--- src/rtl/mini_i_fetch.sv ---
// Instruction fetch stage: PC, credit-limited fetch requests, epoch-tagged responses, decode FIFO.
// Optional define MINI_I_FETCH_STATS_EN adds the stat_dropped counter port.
module mini_i_fetch #(
    parameter int data_width      = 32,
    parameter int addr_width      = 32,
    parameter logic [addr_width-1:0] RESET_PC = '0,
    parameter int FIFO_DEPTH      = 4,
    parameter int MAX_OUTSTANDING = 2
) (
    input  logic                  clk,
    input  logic                  rst,
    input  logic                  redirect_valid,
    input  logic [addr_width-1:0] redirect_pc,
    output logic                  ir_addr_valid,
    input  logic                  ir_addr_ready,
    output logic [addr_width-1:0] ir_addr,
    input  logic                  ir_data_valid,
    output logic                  ir_data_ready,
    input  logic [data_width-1:0] ir_data,
    output logic                  inst_valid,
    input  logic                  inst_ready,
    output logic [data_width-1:0] inst_data,
    output logic [addr_width-1:0] inst_pc
`ifdef MINI_I_FETCH_STATS_EN
    ,
    output logic [15:0]           stat_dropped
`endif
);

    localparam int BYTES = data_width / 8;
    localparam logic [addr_width-1:0] PC_INC     = addr_width'(BYTES);
    localparam logic [addr_width-1:0] ALIGN_MASK = addr_width'(BYTES - 1);
    localparam int FW = $clog2(FIFO_DEPTH);
    localparam int TW = (MAX_OUTSTANDING > 1) ? $clog2(MAX_OUTSTANDING) : 1;
    localparam int OW = $clog2(MAX_OUTSTANDING + 1);
    localparam logic [TW-1:0] TLAST = TW'(MAX_OUTSTANDING - 1);

    logic [addr_width-1:0] pc;
    logic                  epoch;
    logic [OW-1:0]         outstanding;
    logic                  stale_inflight;
    logic                  hold;

    logic [addr_width-1:0] tag_pc [MAX_OUTSTANDING];
    logic                  tag_ep [MAX_OUTSTANDING];
    logic [TW-1:0]         tag_wr, tag_rd;

    logic [data_width-1:0] fifo_data [FIFO_DEPTH];
    logic [addr_width-1:0] fifo_pc   [FIFO_DEPTH];
    logic [FW-1:0]         fifo_wr, fifo_rd;
    logic [FW:0]           fifo_count;

    logic    resp, keep, pop, issue;
    int      out_after, fifo_after;
    logic [OW-1:0] out_next;

    function automatic logic [TW-1:0] tag_inc(input logic [TW-1:0] p);
        return (p == TLAST) ? '0 : p + 1'b1;
    endfunction

    assign inst_valid = (fifo_count != '0);
    assign inst_data  = fifo_data[fifo_rd];
    assign inst_pc    = fifo_pc[fifo_rd];

    // While hold is set every in-flight word is stale, even if its 1-bit epoch aliases the current one.
    always_comb begin
        resp       = ir_data_valid && ir_data_ready;
        keep       = resp && !redirect_valid && !hold && (tag_ep[tag_rd] == epoch);
        pop        = inst_valid && inst_ready;
        out_after  = int'(outstanding) - (resp ? 1 : 0);
        fifo_after = redirect_valid ? 0 : int'(fifo_count) + (keep ? 1 : 0) - (pop ? 1 : 0);
        issue      = !redirect_valid && !hold && (!ir_addr_valid || ir_addr_ready)
                     && (out_after < MAX_OUTSTANDING)
                     && (out_after + fifo_after < FIFO_DEPTH);
        out_next   = OW'(out_after + (issue ? 1 : 0));
    end

    always_ff @(posedge clk) begin
        if (rst) begin
            pc             <= RESET_PC;
            epoch          <= 1'b0;
            outstanding    <= '0;
            stale_inflight <= 1'b0;
            hold           <= 1'b0;
            ir_addr_valid  <= 1'b0;
            ir_addr        <= RESET_PC;
            ir_data_ready  <= 1'b0;
            tag_wr         <= '0;
            tag_rd         <= '0;
            fifo_wr        <= '0;
            fifo_rd        <= '0;
            fifo_count     <= '0;
        end else begin
            ir_data_ready <= 1'b1;
            outstanding   <= out_next;

            if (redirect_valid) begin
                epoch <= ~epoch;
                pc    <= redirect_pc & ~ALIGN_MASK;
            end else if (issue) begin
                pc <= pc + PC_INC;
            end

            if (issue) begin
                ir_addr_valid <= 1'b1;
                ir_addr       <= pc;
                tag_wr        <= tag_inc(tag_wr);
            end else if (ir_addr_valid && ir_addr_ready) begin
                ir_addr_valid <= 1'b0;
            end

            if (resp)
                tag_rd <= tag_inc(tag_rd);

            // A second redirect with old-epoch words still in flight would alias; drain them first.
            if (out_next == '0) begin
                stale_inflight <= 1'b0;
                hold           <= 1'b0;
            end else if (redirect_valid) begin
                stale_inflight <= 1'b1;
                hold           <= stale_inflight || hold;
            end

            if (redirect_valid) begin
                fifo_wr <= '0;
                fifo_rd <= '0;
            end else begin
                if (keep) fifo_wr <= fifo_wr + 1'b1;
                if (pop)  fifo_rd <= fifo_rd + 1'b1;
            end
            fifo_count <= (FW+1)'(fifo_after);
        end
    end

    always_ff @(posedge clk) begin
        if (issue) begin
            tag_pc[tag_wr] <= pc;
            tag_ep[tag_wr] <= epoch;
        end
        if (keep) begin
            fifo_data[fifo_wr] <= ir_data;
            fifo_pc[fifo_wr]   <= tag_pc[tag_rd];
        end
    end

`ifdef MINI_I_FETCH_STATS_EN
    always_ff @(posedge clk) begin
        if (rst)
            stat_dropped <= '0;
        else if (resp && !keep && stat_dropped != 16'hFFFF)
            stat_dropped <= stat_dropped + 16'd1;
    end
`endif

    a_resp_without_tag: assert property (@(posedge clk) disable iff (rst)
        ir_data_valid |-> (outstanding != '0));

endmodule
--- config.mk ---
export PLATFORM = sky130hd
export DESIGN_NAME = mini_i_fetch
export DESIGN_NICKNAME = d
export VERILOG_FILES = /design/src/rtl/mini_i_fetch.sv
export SDC_FILE = /design/constraint.sdc
export NUM_CORES = 1
export LEC_CHECK = 0
export BUFFER_PORTS_ARGS = -buffer_cell sky130_fd_sc_hd__buf_2
export CAP_MARGIN = 10
export CELL_PAD_IN_SITES_DETAIL_PLACEMENT = 1
export CELL_PAD_IN_SITES_GLOBAL_PLACEMENT = 1
export CORE_ASPECT_RATIO = 2
export CORE_UTILIZATION = 53
export CTS_CLUSTER_SIZE = 12
export DETAILED_ROUTE_END_ITERATION = 10
export GPL_TIMING_DRIVEN = 0
export PLACE_DENSITY = 0.91
export SLEW_MARGIN = 10
export SYNTH_ARGS = -nofsm -noshare
export SYNTH_HDL_FRONTEND = slang
export SYNTH_SLANG_ARGS = --single-unit
--- constraint.sdc ---
create_clock -name clk -period 12.3 [get_ports clk]
set_input_delay 2.46 -clock clk [delete_from_list [all_inputs] [get_ports clk]]
set_output_delay 2.46 -clock clk [all_outputs]
set_load 0.02 [all_outputs]
Word level (Yosys, flattened, before mapping). Memory sizes are Yosys's and may differ from the RTL's. A register that Yosys moved wholly into a read port is not among the register bits. Index checks and enable logic that the tools add are counted.

Add/sub/neg operators: 10. Magnitude comparators: 2. Eq/ne operators: 1. Muxes and demuxes: 24. Bitwise gates (word level): 1. Reductions and logical operators: 21.

Operators by type and width (number): $mux W32 (3); $add A3 B32 Y32 (1); $add A32 B3 Y32 const B (1); $lt A32 B4 Y1 const B (1); $mux W1 (17); $logic_and A1 B1 Y1 (10); $mux W2 (4); $sub A4 B1 Y5 (1); $add A2 B1 Y2 const B (2); $add A3 B1 Y4 (1); $reduce_bool A2 Y1 (2); $reduce_or A2 Y1 (2); $logic_not A1 Y1 (3); $lt A3 B3 Y1 const B (1); $reduce_bool A3 Y1 (1); $sub A2 B1 Y3 (1); $add A1 B1 Y1 const B (2); $add A2 B2 Y2 (1); $logic_not A2 Y1 (1); $logic_or A1 B1 Y1 (2); $eq A1 B1 Y1 (1); $not A1 Y1 (1).

Bits in registers: 80. RAM bits: 322. Output and inout port bits: 99. Memories kept: 4.

Memory list: fifo_data (words 4, bits a word 32, rd ports 1, clocked after Yosys merged registers in 1, write ports 1, line 48) `logic [data_width-1:0] fifo_data [FIFO_DEPTH];`; fifo_pc (words 4, bits a word 32, rd ports 1, clocked after Yosys merged registers in 1, write ports 1, line 49) `logic [addr_width-1:0] fifo_pc [FIFO_DEPTH];`; tag_pc (words 2, bits a word 32, rd ports 1, clocked after Yosys merged registers in 1, write ports 1, line 44) `logic [addr_width-1:0] tag_pc [MAX_OUTSTANDING];`; tag_ep (words 2, bits a word 1, rd ports 1, clocked after Yosys merged registers in 1, write ports 1, line 45) `logic tag_ep [MAX_OUTSTANDING];`.

Logic depth before layout (Yosys ltp). Gate-level depths: netlist (run 1).

Depth after elaboration: 15. Depth in mapped cells: 31. Mapped depth without buffers: 28.

Least setup slack after synthesis (run 1). Ideal clock, no wire load.

Path kind: input to register. Start point: input port redirect_valid. End point: memory tag_ep[0], enable pin. Setup time: 0.419 ns. Arrival time: 8.383 ns. Required time: 11.881 ns. Setup slack: 3.498 ns. Stages: 23. Buffers on the path: 4. Path through: buf_2 nor4b_2 ha_1 inv_1 fa_1 xnor2_1 nor2_1 ha_1 or3_1 o221a_2 buf_4 a21oi_1 inv_1 fa_1 inv_1 fa_1 or4bb_1 nor3_2 o2111ai_1 o21a_2 buf_2 buf_2 nor2_1.

RTL lines: start, declared (line 12) `input logic redirect_valid,`; end, declared (line 45).

==> results_dict.tcl, run 1 <==
set metrics [dict create \
    die_area_um2 30130 \
    h-tree-depth 2 \
    synthCells 948 \
    slew_viol_final 0 \
    async_reset_ff_frac 0 \
    ys_seq_area_frac 0.6988 \
    arrival_ns 9.04 \
    multi_input_area_um2 4367 \
    timing.hold.ws_ns 0.4511 \
    initial_utilization 0.5402 \
    synth.avg_cell_area_um2 16.44 \
    cp_num_buf_inv 7 \
    cts_num_sinks 389 \
    cts_buffer_depth 3 \
    slew_headroom 0.2693 \
    ir_worst_vdd_uv 80.89 \
    ys_ff_latch 389 \
    final_antenna_net_count 0 \
    critPathMaxStageDelay_ns 0.89 \
    post_drt_via_cell_ratio 6.016 \
    worstSkewPairLatency_ns 0.52 \
    worstSetupStartpointType "input port" \
    grt_pass1_wl_um 58620 \
    cts_resized 0 \
    fin_ws_ns 3.387 \
    path_class "input port to flip-flop" \
    p_leak_uw 0.006118 \
    die_w_um 123.3 \
    dp_hpwl_um 27470 \
    cts_tree "built" \
    grt_max_degree 42 \
    synthToLayoutAreaGrowth_pct 15.92 \
    fillers 2703 \
    drive_gt1_frac 0.2857 \
    cpLargestDelayFamily "simple AND/OR/NAND/NOR gates" \
    rrSetupSlack_ns 4.71 \
    avgRoutedWirePerCell_um 25.06 \
    via_count 9240 \
    ios 169 \
    worstMarginPinSlew_ns 1.088 \
    nets 1263 \
    path_max_fanout 31 \
    die_h_um 244.5 \
    syn_area_um2 15580 \
    drcViolationCount 0 \
    cp-startpoint "ir_data_valid" \
    diodes 0 \
    setup-violations-final 0 \
    synth_edf_count 310 \
    gp_routability_congestion 0.9306 \
    grt_antenna_before_repair 0 \
    layout_commonest_cell "edfxtp_1" \
    setup_tns_ns 0 \
    grt_pass1_vias 10270 \
    grt_usage 0.2649 \
    grt_setup_unrepaired "false" \
    worstPathRequired_ns 12.43 \
    ys.flop_type "edfxtp_1" \
    final_cell_mix "310 x edfxtp_1, 175 x buf_2, 81 x nand2_1, 79 x dfxtp_1, 62 x mux4_2" \
    dr.pass1.iters 5 \
    hold_class "flip-flop to flip-flop" \
    final.period_utilization 0.7246 \
    totalWireLength_um 38490 \
    cts_buffers 38 \
    hold_viol 0 \
    fmax_ghz 0.1122 \
    core_area_um2 28850 \
    status "finished, final reports clean" \
    end_kind "flip-flop" \
    crit_chain "buf_2 > and2_1 > nor4b_2 > ha_1 > inv_1 > fa_1 > xnor2_1 > nor2_1 > ha_1 > or3_1 > o221a_2 > buf_4 > a21oi_1 > inv_1 > fa_1 > inv_1 > fa_1 > or4bb_1 > nor3_2 > o2111ai_1 > o21a_2 > buf_2 > buf_2 > nor2_4" \
    cap_viol_max_count 0 \
    postCtsSetupRepairBufs 0 \
    io_buffers 160 \
    ys.warnings.count 0 \
    worst_path_max_delay_cell "nor4b_2" \
    rows 88 \
    grt-ovfl-total 0 \
    clockRootBuffer "clkbuf_16" \
    postCtsHoldBufs 0 \
    drtIter0Drc 555 \
    path_clk_slew_ns 0.06 \
    finClkSkew_ns 0.01641 \
    seqCellArea_um2 10890 \
    dpl_worst_slack_ns 2.854 \
    powerDensity_nw_per_um2 151.8 \
    period_minus_slack_ns 8.913 \
    yosys.cell_types.count 62 \
    hold_start "ir_addr[27]" \
]
-- routing by layer --
layer | share of wire | track usage | up-vias | wire, um
met5 | 0 | 0 | - | 0
met4 | 0.066 | 0.1775 | 0 | 2545
met3 | 0.038 | 0.03545 | 152 | 1480
met2 | 0.56 | 0.4826 | 334 | 21370
met1 | 0.34 | 0.2742 | 4691 | 13100
li1 | - | - | 4063 | -
-- synthesized netlist by cell type (all sizes together), types with 5 or more instances --
cell type | n | area, um2
nand4 | 8 | 50.05
nand3 | 39 | 195.2
a31oi | 20 | 125.1
and3 | 7 | 43.79
nor3 | 5 | 30.03
mux2 | 31 | 349.1
dfxtp | 79 | 1582
nor2 | 27 | 101.4
clkbuf | 23 | 86.33
fa | 20 | 400.4
buf | 33 | 168.9
nor4 | 5 | 46.29
and2 | 9 | 56.31
a21oi | 46 | 230.2
a32oi | 17 | 148.9
or3 | 19 | 118.9
nor2b | 5 | 31.28
ha | 18 | 225.2
nand2 | 81 | 304.0
inv | 26 | 97.59
mux4 | 62 | 1396
edfxtp | 310 | 9309
xnor2 | 7 | 61.31
-- path summary, 6_finish.rpt --
check	cells past startpoint	end
setup / recovery	24	tag_pc[0][9]
hold / removal	2	ir_addr[27]
setup reg to reg	24	tag_pc[0][9]
hold reg to reg	2	ir_addr[27]
-- worst min-delay path, stage by stage (launching register included) --
cell     delay, ns
dfxtp_1       0.31
nand2_1       0.05
a21oi_1       0.05
-- sequential cells by signal (all words and copies together), names as in the netlist, 2 cells and up, named ones only --
name and flops:
outstanding 2, fifo_data 128, fifo_count 3, ir_addr 30, fifo_pc 120, fifo_rd 2
pc 30, fifo_wr 2, tag_ep 2, tag_pc 60
-- stage by stage --
stage / cell area [um2] / utilization / power [uW] / instances
after floorplan: 15600 / - / 1630 / 951
after global placement: 16850 / 0.5840 / 1698 / 1471
after detailed placement: 16980 / 0.5884 / 1716 / 1475
after CTS: 18060 / 0.6262 / 2757 / 1536
after global routing: 18060 / 0.6262 / 2815 / 1536
final: 18060 / 0.6262 / 2743 / 1536
-- logic make-up after synthesis --
| kind of cell | Yosys count | share of synthesized area |
|---|---|---|
| compound gates | 109 | 0.04568 |
| xor+xnor | 10 | 0.005621 |
| fa+ha+maj | 38 | 0.04014 |
| buf+inv | 83 | 0.02288 |
| flops | 389 | 0.6988 |
| mux | 96 | 0.1139 |
| other cells | 1 | 0.0002406 |
| simple gates | 222 | 0.07266 |
-- area by class of cell --
type / count / share of cell area
inverter: 27 / 0.005610
sequential: 389 / 0.6029
clock inverter: 2 / 0.002147
timing repair buffer: 164 / 0.05042
tap: 360 / 0.02493
buffer: 56 / 0.01413
clock buffer: 59 / 0.05818
multi-input combinational: 479 / 0.2417
-- where the power goes --
group / internal, uW / switching (uW)
clock: 605 / 446
sequential: 1460 / 25.3
combinational: 73.1 / 135
Power figures use the tool's default switching activity.
==> inputs of run 2 (changes only) <==
--- a/config.mk
+++ b/config.mk
@@ -10,11 +10,11 @@
 export CELL_PAD_IN_SITES_DETAIL_PLACEMENT = 1
 export CELL_PAD_IN_SITES_GLOBAL_PLACEMENT = 1
 export CORE_ASPECT_RATIO = 2
-export CORE_UTILIZATION = 53
+export CORE_UTILIZATION = 45
 export CTS_CLUSTER_SIZE = 12
 export DETAILED_ROUTE_END_ITERATION = 10
 export GPL_TIMING_DRIVEN = 0
-export PLACE_DENSITY = 0.91
+export PLACE_DENSITY = 0.83
 export SLEW_MARGIN = 10
 export SYNTH_ARGS = -nofsm -noshare
 export SYNTH_HDL_FRONTEND = slang
==> constraint.sdc (replaced) <==
create_clock -name clk -period 7.45 [get_ports clk]
set_input_delay 1.49 -clock clk [delete_from_list [all_inputs] [get_ports clk]]
set_output_delay 1.49 -clock clk [all_outputs]
set_load 0.02 [all_outputs]
==> results_dict.tcl, run 2 (synthesized netlist as in run 1, its figures left out) <==
set metrics [dict create \
    h-tree-depth 2 \
    registers.top_by_ff_count "fifo_data" \
    initial_utilization 0.4552 \
    worst_path_max_delay_cell "or4bb_1" \
    dp_hpwl_um 26500 \
    final_cells 1622 \
    end_kind "flip-flop" \
    postCtsHoldBufs 0 \
    cts_buffer_depth 3 \
    drive_gt1_frac 0.2879 \
    rows 96 \
    p_leak_uw 0.006159 \
    powerDensity_nw_per_um2 251.1 \
    avgRoutedWirePerCell_um 23.19 \
    gp_routability_congestion 0.9292 \
    path_clk_slew_ns 0.06 \
    worstSkewPairLatency_ns 0.51 \
    post_drt_via_cell_ratio 5.631 \
    timing.hold.ws_ns 0.4549 \
    final_antenna_net_count 0 \
    largestRegisters "fifo_data (128), fifo_pc (120), tag_pc (60)" \
    ir_worst_vdd_uv 135.6 \
    setup-violations-final 0 \
    grt_setup_unrepaired "false" \
    fmax_ghz 0.1405 \
    slew_headroom 0.2554 \
    nets 1265 \
    die_h_um 265.2 \
    cpMostUsedCell "nor2_1" \
    largest_register_ffs 128 \
    cap_viol_max_count 0 \
    via_count 9134 \
    placed_area_um2 17100 \
    grt_pass1_wl_um 57300 \
    dpl_worst_slack_ns -0.9218 \
    cts_buffers 38 \
    grt_antenna_before_repair 0 \
    grt_max_degree 41 \
    drtIter0Drc 514 \
    final.period_utilization 0.9557 \
    total_power_uw 4586 \
    finClkSkew_ns 0.01460 \
    drcViolationCount 0 \
    die_w_um 133.6 \
    grt_usage 0.2159 \
    placed_cells 1557 \
    layout_commonest_cell "edfxtp_1" \
    core_area_um2 34230 \
    die_area_um2 35420 \
    ios 169 \
    synthToLayoutAreaGrowth_pct 17.18 \
    hold_class "flip-flop to flip-flop" \
    grt-ovfl-total 0 \
    final_area_um2 18260 \
    worstMarginPinSlew_ns 1.108 \
    io_buffers 160 \
    arrival_ns 7.52 \
    cts_num_sinks 389 \
    diodes 0 \
    grt_pass1_vias 10210 \
    path_max_fanout 10 \
    hold_viol 0 \
    period_minus_slack_ns 7.120 \
    fin_ws_ns 0.3303 \
    slew_viol_final 0 \
    totalWireLength_um 37610 \
    worstPathRequired_ns 7.85 \
    clockRootBuffer "clkbuf_16" \
    final_cell_mix "310 x edfxtp_1, 174 x buf_2, 81 x nand2_1, 79 x dfxtp_1, 62 x mux4_2" \
    status "finished, final reports clean" \
    path_class "input port to flip-flop" \
    worstSetupStartpointType "input port" \
    dr.pass1.iters 5 \
    cts_tree "built" \
    critPathMaxStageDelay_ns 0.41 \
]
==> run 2: per-stage QoR <==
stage	setup TNS (ns)	utilization
finish	0	0.5334
global placement	-77.34	0.4951
CTS	0	0.5332
global route	0	0.5334
detailed placement	-70.41	0.4994
floorplan	0	-
==> run 2: per-layer routing <==
layer,part of all wire,GRT usage,up-vias,wire (um)
li1,-,-,4070,-
met1,0.34,0.2190,4655,12940
met2,0.57,0.4182,295,21370
met3,0.033,0.02077,114,1259
met4,0.054,0.1284,0,2045
met5,0,0,-,0
==> run 2: final cells by class <==
cell class	count	area (um2)
fill	3290	15970
buffer	56	257.7
tap	441	551.8
inverter	27	101.3
clock buffer	63	1109
clock inverter	1	30.03
sequential	389	10890
timing repair buffer	166	938.4
multi-input combinational	479	4383
==> run 2: power by group <==
group / internal [uW] / leakage (uW) / switching (uW) / total [uW]
registers: 2410 / 0.00345 / 39.7 / 2450
clock network: 1040 / 0.000545 / 750 / 1790
logic: 124 / 0.00216 / 220 / 344
total: 3580 / 0.00616 / 1010 / 4590
==> run 2: repair_timing <==
action | CTS | global route
resized for setup | 2 | 2
endpoints found under the setup margin | 67 | 2
setup buffers | 1 | 0
==> run 2: worst max-delay path: cells and delay by family <==
kind	cells	cell delay [ns]
simple gates	9	1.89
fa+ha+maj	6	1.73
compound gates	4	0.88
buf+inv	8	1.12
xor+xnor	2	0.40
==> run 2: final timing paths <==
check	from	end	slack, ns	cells after the start
worst min-delay path	ir_addr[26]	ir_addr[26]	0.45	2
worst min register to register	ir_addr[26]	ir_addr[26]	0.45	2
worst max register to register	flip-flop	stale_inflight	0.67	29
worst max-delay path	ir_data_valid	stale_inflight	0.33	29
==> inputs of run 3 (changes only) <==
--- a/config.mk
+++ b/config.mk
@@ -10,11 +10,11 @@
 export CELL_PAD_IN_SITES_DETAIL_PLACEMENT = 1
 export CELL_PAD_IN_SITES_GLOBAL_PLACEMENT = 1
 export CORE_ASPECT_RATIO = 2
-export CORE_UTILIZATION = 45
+export CORE_UTILIZATION = 26
 export CTS_CLUSTER_SIZE = 12
 export DETAILED_ROUTE_END_ITERATION = 10
 export GPL_TIMING_DRIVEN = 0
-export PLACE_DENSITY = 0.83
+export PLACE_DENSITY = 0.56
 export SLEW_MARGIN = 10
 export SYNTH_ARGS = -nofsm -noshare
 export SYNTH_HDL_FRONTEND = slang
==> results_dict.tcl, run 3 (synthesized netlist as in run 1, its figures left out) <==
set metrics [dict create \
    status "finished, final reports clean" \
    die_area_um2 60980 \
    synthToLayoutAreaGrowth_pct 19.73 \
    cap_viol_max_count 0 \
    diodes 0 \
    drtIter0Drc 419 \
    core_area_um2 59120 \
    h-tree-depth 2 \
    grt_antenna_before_repair 1 \
    placed_area_um2 17510 \
    cts_tree "built" \
    gp_routability_congestion 0.7950 \
    p_leak_uw 0.006154 \
    die_w_um 175.1 \
    worst_path_max_delay_cell "or4bb_1" \
    clockRootBuffer "clkbuf_16" \
    dr.pass1.iters 4 \
    grt_pass1_wl_um 62470 \
    arrival_ns 7.39 \
    path_max_fanout 10 \
    cts_buffers 39 \
    largest_register_ffs 128 \
    grt_max_degree 35 \
    final.period_utilization 0.9326 \
    grt_usage 0.1386 \
    setup_tns_ns 0 \
    grt_pass1_vias 9924 \
    dp_hpwl_um 30390 \
    io_buffers 160 \
    path_clk_slew_ns 0.06 \
    worstSetupStartpointType "input port" \
    worstSkewPairLatency_ns 0.55 \
    die_h_um 348.2 \
    fillers 6210 \
    via_count 8953 \
    avgRoutedWirePerCell_um 21.24 \
    grt-ovfl-total 0 \
    period_minus_slack_ns 6.948 \
    slew_headroom 0.1964 \
    fmax_ghz 0.1439 \
    final_cells 1950 \
    finish.utilization 0.3156 \
    ir_worst_vdd_uv 130.8 \
    registers.top_by_ff_count "fifo_data" \
    placed_cells 1884 \
    hold_viol 0 \
    drcViolationCount 0 \
    path_class "input port to flip-flop" \
    nets 1266 \
    layout_commonest_cell "edfxtp_1" \
    initial_utilization 0.2636 \
    hold_class "flip-flop to flip-flop" \
    drive_gt1_frac 0.2919 \
    final_area_um2 18660 \
    end_kind "flip-flop" \
    totalWireLength_um 41410 \
    slew_viol_final 0 \
    cpMostUsedCell "nor2_1" \
    finClkSkew_ns 0.02071 \
    setup-violations-final 0 \
    powerDensity_nw_per_um2 245.4 \
    worstMarginPinSlew_ns 1.196 \
    final_antenna_net_count 0 \
    grt_setup_unrepaired "false" \
    cts_num_sinks 389 \
    cts_buffer_depth 3 \
    timing.hold.ws_ns 0.4525 \
    ios 169 \
    post_drt_via_cell_ratio 4.591 \
    critPathMaxStageDelay_ns 0.42 \
    final_cell_mix "310 x edfxtp_1, 174 x buf_2, 81 x nand2_1, 79 x dfxtp_1, 62 x mux4_2" \
    worstPathRequired_ns 7.89 \
    rows 126 \
    largestRegisters "fifo_data (128), fifo_pc (120), tag_pc (60)" \
]
==> run 3: path summary, 6_finish.rpt <==
path	to	start	cells past startpoint	slack (ns)
max	stale_inflight	ir_data_valid	29	0.50
min reg2reg	ir_addr[19]	ir_addr[19]	2	0.45
max reg2reg	stale_inflight	flip-flop	29	0.90
min	ir_addr[19]	ir_addr[19]	2	0.45
==> run 3: what timing repair did <==
action / 4_1_cts / 5_1_grt
resized for setup: 2 / 5
setup buffers: 1 / 0
setup endpoints to repair: 82 / 37
hold buffers: 0 / 0
==> run 3: worst max-delay path, delay by kind of cell <==
kind                     cells  cell delay (ns)
adder cells (fa/ha/maj)      6             1.68
AND/OR/NAND/NOR              9             1.80
AO/OA/AOI/OAI                4             0.93
buffers and inverters        8             1.10
XOR/XNOR                     2             0.37
==> run 3: metal layers <==
| layer | vias to the layer above | GRT usage | routed length, um |
|---|---|---|---|
| li1 | 4079 | - | - |
| met1 | 4578 | 0.1410 | 14980 |
| met2 | 218 | 0.2684 | 22950 |
| met3 | 76 | 0.02342 | 1736 |
| met4 | 2 | 0.06584 | 1733 |
| met5 | - | 0 | 13 |
==> run 3: report_power, final <==
part | total (uW) | internal [uW] | switching [uW]
clock network | 1780 | 981 | 802
registers | 2450 | 2410 | 42.2
logic | 346 | 126 | 220
total | 4580 | 3510 | 1060
==> run 3: through the flow <==
stage | power (uW) | setup WS (ns)
after floorplan | 2691 | 0.1357
after global placement | 2829 | -1.665
after detailed placement | 2848 | -0.9974
after CTS | 4661 | 0.2111
after global routing | 4755 | 0.03891
final | 4578 | 0.5020
==> run 3: cell type report <==
type / instances / area (um2) / area share
buffer: 56 / 257.7 / 0.01381
tap: 768 / 960.9 / 0.05150
inverter: 27 / 101.3 / 0.005432
clock buffer: 58 / 1057 / 0.05667
sequential: 389 / 10890 / 0.5837
multi-input combinational: 479 / 4389 / 0.2352
clock inverter: 7 / 55.05 / 0.002951
timing repair buffer: 166 / 945.9 / 0.05070
